[config.mk]
export PLATFORM = sky130hd
export DESIGN_NAME = shift_arbiter_flat
export DESIGN_NICKNAME = d
export VERILOG_FILES = /design/src/rtl/shift_pkg.sv /design/src/rtl/shift_arbiter_if.sv /design/src/rtl/rr_arbiter2.sv /design/src/rtl/shift.sv /design/src/rtl/shift_arbiter.sv /design/src/flat_wrapper.sv
export SDC_FILE = /design/constraint.sdc
export NUM_CORES = 1
export LEC_CHECK = 0
export BUFFER_PORTS_ARGS = -buffer_cell sky130_fd_sc_hd__buf_4
export CORE_MARGIN = 2
export CORE_UTILIZATION = 40
export CTS_BUF_LIST = sky130_fd_sc_hd__clkbuf_8
export CTS_CLUSTER_DIAMETER = 30
export DETAILED_ROUTE_END_ITERATION = 8
export SYNTH_ARGS = -nofsm -noshare
export SYNTH_HDL_FRONTEND = slang
export SYNTH_SLANG_ARGS = --single-unit
[constraint.sdc]
create_clock -name clk -period 1.9 [get_ports clk]
set_input_delay 0.285 -clock clk [delete_from_list [all_inputs] [get_ports clk]]
set_output_delay 0.285 -clock clk [all_outputs]
set_load 0.01 [all_outputs]
[src/rtl/shift_pkg.sv]
// Shared types and constants for the shifter arbiter slice.
// Shift-type encoding, FSM state encoding and the captured-operation record.
package shift_pkg;

    localparam int DATA_W = 32;
    localparam int AMT_W  = 5;
    localparam int TYPE_W = 2;

    // Any non-zero type is a logical right shift; only LSL/LSR are named.
    localparam logic [TYPE_W-1:0] SH_LSL = 2'd0;
    localparam logic [TYPE_W-1:0] SH_LSR = 2'd1;

    typedef enum logic [1:0] {
        IDLE = 2'd0,
        CALC = 2'd1,
        RESP = 2'd2
    } state_e;

    typedef struct packed {
        logic [DATA_W-1:0] data;
        logic [AMT_W-1:0]  amount;
        logic [TYPE_W-1:0] sh_type;
        logic              id;
    } op_t;

endpackage

[src/rtl/shift_arbiter_if.sv]
// Two valid/ready request channels plus one tagged response channel.
// master = requesters/consumer side, slave = the arbiter.
interface shift_arbiter_if;
    import shift_pkg::*;

    logic              req0_valid;
    logic              req0_ready;
    logic [DATA_W-1:0] req0_data;
    logic [AMT_W-1:0]  req0_amount;
    logic [TYPE_W-1:0] req0_type;

    logic              req1_valid;
    logic              req1_ready;
    logic [DATA_W-1:0] req1_data;
    logic [AMT_W-1:0]  req1_amount;
    logic [TYPE_W-1:0] req1_type;

    logic              resp_valid;
    logic              resp_ready;
    logic [DATA_W-1:0] resp_data;
    logic              resp_id;

    modport master (
        output req0_valid, req0_data, req0_amount, req0_type,
        output req1_valid, req1_data, req1_amount, req1_type,
        output resp_ready,
        input  req0_ready, req1_ready,
        input  resp_valid, resp_data, resp_id
    );

    modport slave (
        input  req0_valid, req0_data, req0_amount, req0_type,
        input  req1_valid, req1_data, req1_amount, req1_type,
        input  resp_ready,
        output req0_ready, req1_ready,
        output resp_valid, resp_data, resp_id
    );

endinterface

[src/rtl/rr_arbiter2.sv]
// Two-way round-robin grant: a lone requester wins, a tie goes to the one not granted last.
// Purely combinational, zero latency; no backpressure of its own.
module rr_arbiter2 (
    input  logic req0,
    input  logic req1,
    input  logic last_grant,
    output logic gnt0,
    output logic gnt1
);

    assign gnt0 = req0 && (!req1 || last_grant);
    assign gnt1 = req1 && (!req0 || !last_grant);

endmodule

[src/rtl/shift.sv]
// 32-bit logical shifter; combinational for non-zero amounts.
// For amount 0 it repeats its last non-zero result, so callers must bypass that case.
module shift
    import shift_pkg::*;
(
    input  logic              clk,
    input  logic              rst_n,
    input  logic [DATA_W-1:0] data,
    input  logic [AMT_W-1:0]  amount,
    input  logic [TYPE_W-1:0] sh_type,
    output logic [DATA_W-1:0] result
);

    logic [DATA_W-1:0] shifted;
    logic [DATA_W-1:0] held;

    always_comb begin
        shifted = data >> amount;
        if (sh_type == SH_LSL) begin
            shifted = data << amount;
        end
    end

    always_ff @(posedge clk or negedge rst_n) begin
        if (!rst_n) begin
            held <= '0;
        end else if (amount != '0) begin
            held <= shifted;
        end
    end

    assign result = (amount == '0) ? held : shifted;

endmodule

[src/rtl/shift_arbiter.sv]
// Round-robin sharing of one shifter between two requesters; result returned tagged with requester id.
// Accept -> CALC -> RESP, 3 cycles per op, no overlap; requests stall outside IDLE, RESP holds until resp_ready.
module shift_arbiter
    import shift_pkg::*;
(
    input  logic           clk,
    input  logic           rst_n,
    shift_arbiter_if.slave bus
);

    state_e            state;
    op_t               op_q;
    op_t               op_win;
    logic              last_grant;
    logic              gnt0;
    logic              gnt1;
    logic              accept;
    logic [DATA_W-1:0] sh_out;
    logic [DATA_W-1:0] calc_result;
    logic              resp_valid_q;
    logic [DATA_W-1:0] resp_data_q;
    logic              resp_id_q;

    rr_arbiter2 u_arb (
        .req0       (bus.req0_valid),
        .req1       (bus.req1_valid),
        .last_grant (last_grant),
        .gnt0       (gnt0),
        .gnt1       (gnt1)
    );

    // Ready is combinational and only ever offered in IDLE, outside reset.
    assign bus.req0_ready = rst_n && (state == IDLE) && gnt0;
    assign bus.req1_ready = rst_n && (state == IDLE) && gnt1;
    assign accept = (bus.req0_valid && bus.req0_ready)
                 || (bus.req1_valid && bus.req1_ready);

    always_comb begin
        op_win.data    = bus.req0_data;
        op_win.amount  = bus.req0_amount;
        op_win.sh_type = bus.req0_type;
        op_win.id      = 1'b0;
        if (gnt1) begin
            op_win.data    = bus.req1_data;
            op_win.amount  = bus.req1_amount;
            op_win.sh_type = bus.req1_type;
            op_win.id      = 1'b1;
        end
    end

    shift u_shift (
        .clk     (clk),
        .rst_n   (rst_n),
        .data    (op_q.data),
        .amount  (op_q.amount),
        .sh_type (op_q.sh_type),
        .result  (sh_out)
    );

    // The shifter repeats stale output for a zero amount; pass the operand straight through.
    assign calc_result = (op_q.amount == '0) ? op_q.data : sh_out;

    always_ff @(posedge clk or negedge rst_n) begin
        if (!rst_n) begin
            state        <= IDLE;
            op_q         <= '0;
            last_grant   <= 1'b1;
            resp_valid_q <= 1'b0;
            resp_data_q  <= '0;
            resp_id_q    <= 1'b0;
        end else begin
            case (state)
                IDLE: begin
                    if (accept) begin
                        op_q       <= op_win;
                        last_grant <= op_win.id;
                        state      <= CALC;
                    end
                end
                CALC: begin
                    resp_data_q  <= calc_result;
                    resp_id_q    <= op_q.id;
                    resp_valid_q <= 1'b1;
                    state        <= RESP;
                end
                RESP: begin
                    if (bus.resp_ready) begin
                        resp_valid_q <= 1'b0;
                        state        <= IDLE;
                    end
                end
                default: begin
                    resp_valid_q <= 1'b0;
                    state        <= IDLE;
                end
            endcase
        end
    end

    assign bus.resp_valid = resp_valid_q;
    assign bus.resp_data  = resp_data_q;
    assign bus.resp_id    = resp_id_q;

endmodule

[src/flat_wrapper.sv]
// flat-port wrapper written by rule: the top's interface ports become plain ports
module shift_arbiter_flat import shift_pkg::*;
  (clk, rst_n, bus_req0_valid, bus_req0_data, bus_req0_amount, bus_req0_type, bus_req1_valid, bus_req1_data, bus_req1_amount, bus_req1_type, bus_resp_ready, bus_req0_ready, bus_req1_ready, bus_resp_valid, bus_resp_data, bus_resp_id);
  shift_arbiter_if bus_i ();
  input  logic clk;
  input  logic rst_n;
  input wire logic [$bits(bus_i.req0_valid)-1:0] bus_req0_valid;
  input wire logic [$bits(bus_i.req0_data)-1:0] bus_req0_data;
  input wire logic [$bits(bus_i.req0_amount)-1:0] bus_req0_amount;
  input wire logic [$bits(bus_i.req0_type)-1:0] bus_req0_type;
  input wire logic [$bits(bus_i.req1_valid)-1:0] bus_req1_valid;
  input wire logic [$bits(bus_i.req1_data)-1:0] bus_req1_data;
  input wire logic [$bits(bus_i.req1_amount)-1:0] bus_req1_amount;
  input wire logic [$bits(bus_i.req1_type)-1:0] bus_req1_type;
  input wire logic [$bits(bus_i.resp_ready)-1:0] bus_resp_ready;
  output wire logic [$bits(bus_i.req0_ready)-1:0] bus_req0_ready;
  output wire logic [$bits(bus_i.req1_ready)-1:0] bus_req1_ready;
  output wire logic [$bits(bus_i.resp_valid)-1:0] bus_resp_valid;
  output wire logic [$bits(bus_i.resp_data)-1:0] bus_resp_data;
  output wire logic [$bits(bus_i.resp_id)-1:0] bus_resp_id;
  assign bus_i.req0_valid = bus_req0_valid;
  assign bus_i.req0_data = bus_req0_data;
  assign bus_i.req0_amount = bus_req0_amount;
  assign bus_i.req0_type = bus_req0_type;
  assign bus_i.req1_valid = bus_req1_valid;
  assign bus_i.req1_data = bus_req1_data;
  assign bus_i.req1_amount = bus_req1_amount;
  assign bus_i.req1_type = bus_req1_type;
  assign bus_i.resp_ready = bus_resp_ready;
  assign bus_req0_ready = bus_i.req0_ready;
  assign bus_req1_ready = bus_i.req1_ready;
  assign bus_resp_valid = bus_i.resp_valid;
  assign bus_resp_data = bus_i.resp_data;
  assign bus_resp_id = bus_i.resp_id;
  shift_arbiter u_core (.clk(clk), .rst_n(rst_n), .bus(bus_i));
endmodule
==> results.py <==
metrics = {
    "run_status": {
        "status": "complete, but fails checks",
        "violations": "negative setup slack",
    },
    "layout": {
        "layout_common_cells": "buf_4 (399), nand2_1 (89), mux4_2 (81)",
        "diodes": 0,
        "layout_commonest_cell": "buf_4",
        "utilization": 0.631,
        "area_growth_pct": 53.7,
        "fillCellCount": 1695,
        "layout-drive-gt1-share": 0.541,
        "fin_nets": 1280,
    },
    "die": {
        "initial_core_util": 0.410,
        "die_area_um2": 21200,
        "core_um2": 19600,
        "die_x_um": 146,
        "die_h_um": 146,
        "placementRows": 51,
        "num_io_pins": 119,
    },
    "drt": {
        "firstDrtPassIters": 5,
        "vias": 9287,
        "viasPerCell": 6.33,
        "avgRoutedWirePerCell_um": 27.2,
        "route.detailed.drc": 0,
        "wl_mm": 39.9,
        "ant_nets": 0,
        "first_iter_violations": 1263,
    },
    "clock_network": {
        "insertion_delay_ns": 0.39,
        "clkSlewWorstSetupHoldPaths_ns": 0.10,
        "h-tree-depth": 3,
        "cts_tree": "built",
        "cts_root_buf": "clkbuf_8",
        "numCtsBuffers": 9,
        "clock-sinks": 77,
        "cts_buffer_depth": 2,
    },
    "logic_synthesis": {
        "synth_flop_cell": "dfrtp_1",
        "yosysTopAreaCell": "dfrtp_1",
        "ys_ff_latch": 77,
        "netlist.area_leader.share": 0.237,
        "synth_area_um2": 8040,
        "ys.warnings.count": 0,
        "synth_cells": 850,
        "ys_top_cells_by_area": "dfrtp_1 (24%), mux4_2 (20%), mux2i_1 (10%), nand2_1 (4.3%), mux4_1 (3.9%)",
        "async_reset_ff_frac": 1.00,
        "synth-seq-area-share": 0.240,
        "ys_types": 62,
        "synth_edf_count": 0,
        "syn-num-nets": 933,
        "synth_area_per_cell_um2": 9.45,
    },
    "timing": {
        "fin_ws_ns": -0.516,
        "rsz0062_at_grt": "yes",
        "slew_headroom": 0.632,
        "period_share": 1.27,
        "worstMarginPinSlew_ns": 0.551,
        "setup_viol": 32,
        "fin_skew_ns": 0.0208,
        "hold_violations": 0,
        "period_minus_slack_ns": 2.42,
        "finalMaxSlewViolations": 0,
        "hold_ws_ns": 0.148,
        "fmax_mhz": 414,
    },
    "worst_setup_path": {
        "cp_max_fo": 7,
        "crit_path_end_kind": "register",
        "crit_start": "u_core.op_q[3]",
        "worst_ep_required_time_ns": 2.16,
        "max_stage_delay_ns": 0.50,
        "worstReg2RegStart": "u_core.op_q[3]",
        "crit_buf_inv": 3,
        "reg2reg_depth": 8,
        "crit_arrival_ns": 2.67,
        "path_depth": 8,
        "cp_cell_sequence": "buf_12, buf_6, mux4_2, a222oi_1, buf_4, o22ai_4, a211oi_2, o311ai_1",
        "startpoint_type": "register",
        "cpMaxStageDelayCell": "dfrtp_4",
        "critPathTopFamily": "compound AO/OA/AOI/OAI gates",
        "worst-setup-path-type": "register to register",
    },
    "placement": {
        "dp_hpwl_mm": 31.3,
        "port_buffers": 118,
        "pre_cts_ws_ns": -0.632,
        "gp_congestion": 1.05,
    },
    "worst_hold_path": {
        "worstHoldPathCells": 4,
        "worstHoldPathType": "input pin to register",
        "hp-start": "bus_resp_ready",
    },
    "global_route": {
        "overflow": 0,
        "antenna_found_initial": 0,
        "first_global_vias": 8944,
        "grt_max_degree": 80,
        "gr-usage-all-layers": 0.376,
        "grt_pass1_wl_mm": 59.4,
    },
    "power": {
        "ir_drop_mv": 1.02,
        "powerDensity_nw_per_um2": 2120,
        "p_leak_uw": 0.00529,
    },
    "flow_run": {
        "cap_viol_max_count": 0,
    },
}
## layout make-up
class	count	area, um^2	share of cell area
well taps	265	332	0.0268
clock buffers	9	124	0.0100
flip-flops and latches	77	1940	0.157
inverters	8	30.0	0.00243
clock inverters	7	43.8	0.00354
multi-input cells	655	6080	0.492
repair buffers	446	3800	0.308
## tightest hold or removal path, cell delays in order
cell and delay, ns:
buf_4 0.08, nor2_1 0.03, nand2_1 0.05, nand2_1 0.05
## sequential cells by signal, indices dropped and copies added, names as in the netlist
name	flops
u_core.bus.resp_valid	1
u_core.op_q	40
u_core.last_grant	1
u_core.bus.resp_data	32
u_core.bus.resp_id	1
u_core.state	2
## through the flow
step	area, um^2	total power, uW	TNS [ns]	std cells
2_1_floorplan	8100	12200	-0.828	850
3_3_place_gp	11400	22300	-14.69	1433
3_5_place_dp	11400	22300	-15.40	1433
4_1_cts	12000	24600	-10.59	1459
5_1_grt	12400	27200	-12.85	1467
6_report	12400	26200	-11.46	1467
## power by group
part / switching [uW] / internal [uW]
Clock: 741 / 465
Combinational: 11000 / 10700
Sequential: 986 / 2400
## path summary, 6_finish.rpt
kind                                       endpoint  slack (ns)
setup / recovery           u_core.bus.resp_data[27]       -0.52
hold / removal                      u_core.state[1]        0.15
setup reg to reg           u_core.bus.resp_data[27]       -0.52
hold reg to reg               u_core.bus.resp_valid        0.49
max in group asynchronous           u_core.op_q[25]        1.01
min in group asynchronous  u_core.bus.resp_data[15]        0.48
## logic make-up after synthesis
kind of cell / count (synthesis) / synth area share
flops: 77 / 0.240
buf+inv: 118 / 0.0718
mux: 183 / 0.367
compound gates: 214 / 0.178
simple gates: 258 / 0.144
## what timing repair did
action | 4_1_cts | 5_1_grt
setup endpoints to repair | 32 | 34
hold buffers | 1 | 0
gates resized for setup | 66 | 80
pin swaps | 22 | 35
cloned | 2 | 0
endpoints found under the hold margin | 76 | 0
buffers inserted | 8 | 13
## synth_stat cells (all sizes together), types with 10 or more instances
library cell,number
a211oi,19
or3,10
nand3,25
mux2i,83
nor2,74
o22ai,20
nand2,92
dfrtp,76
clkbuf,63
a221oi,10
mux2,16
buf,47
a21oi,26
nor3,18
mux4,84
o21ai,66
## metal layers
layer / vias up / track usage / part of all wire
li1: 3991 / - / -
met1: 4490 / 0.537 / 0.40
met2: 696 / 0.553 / 0.43
met3: 110 / 0.0900 / 0.12
met4: 0 / 0.145 / 0.044
met5: - / 0 / 0
(Power assumes the default switching activity.)
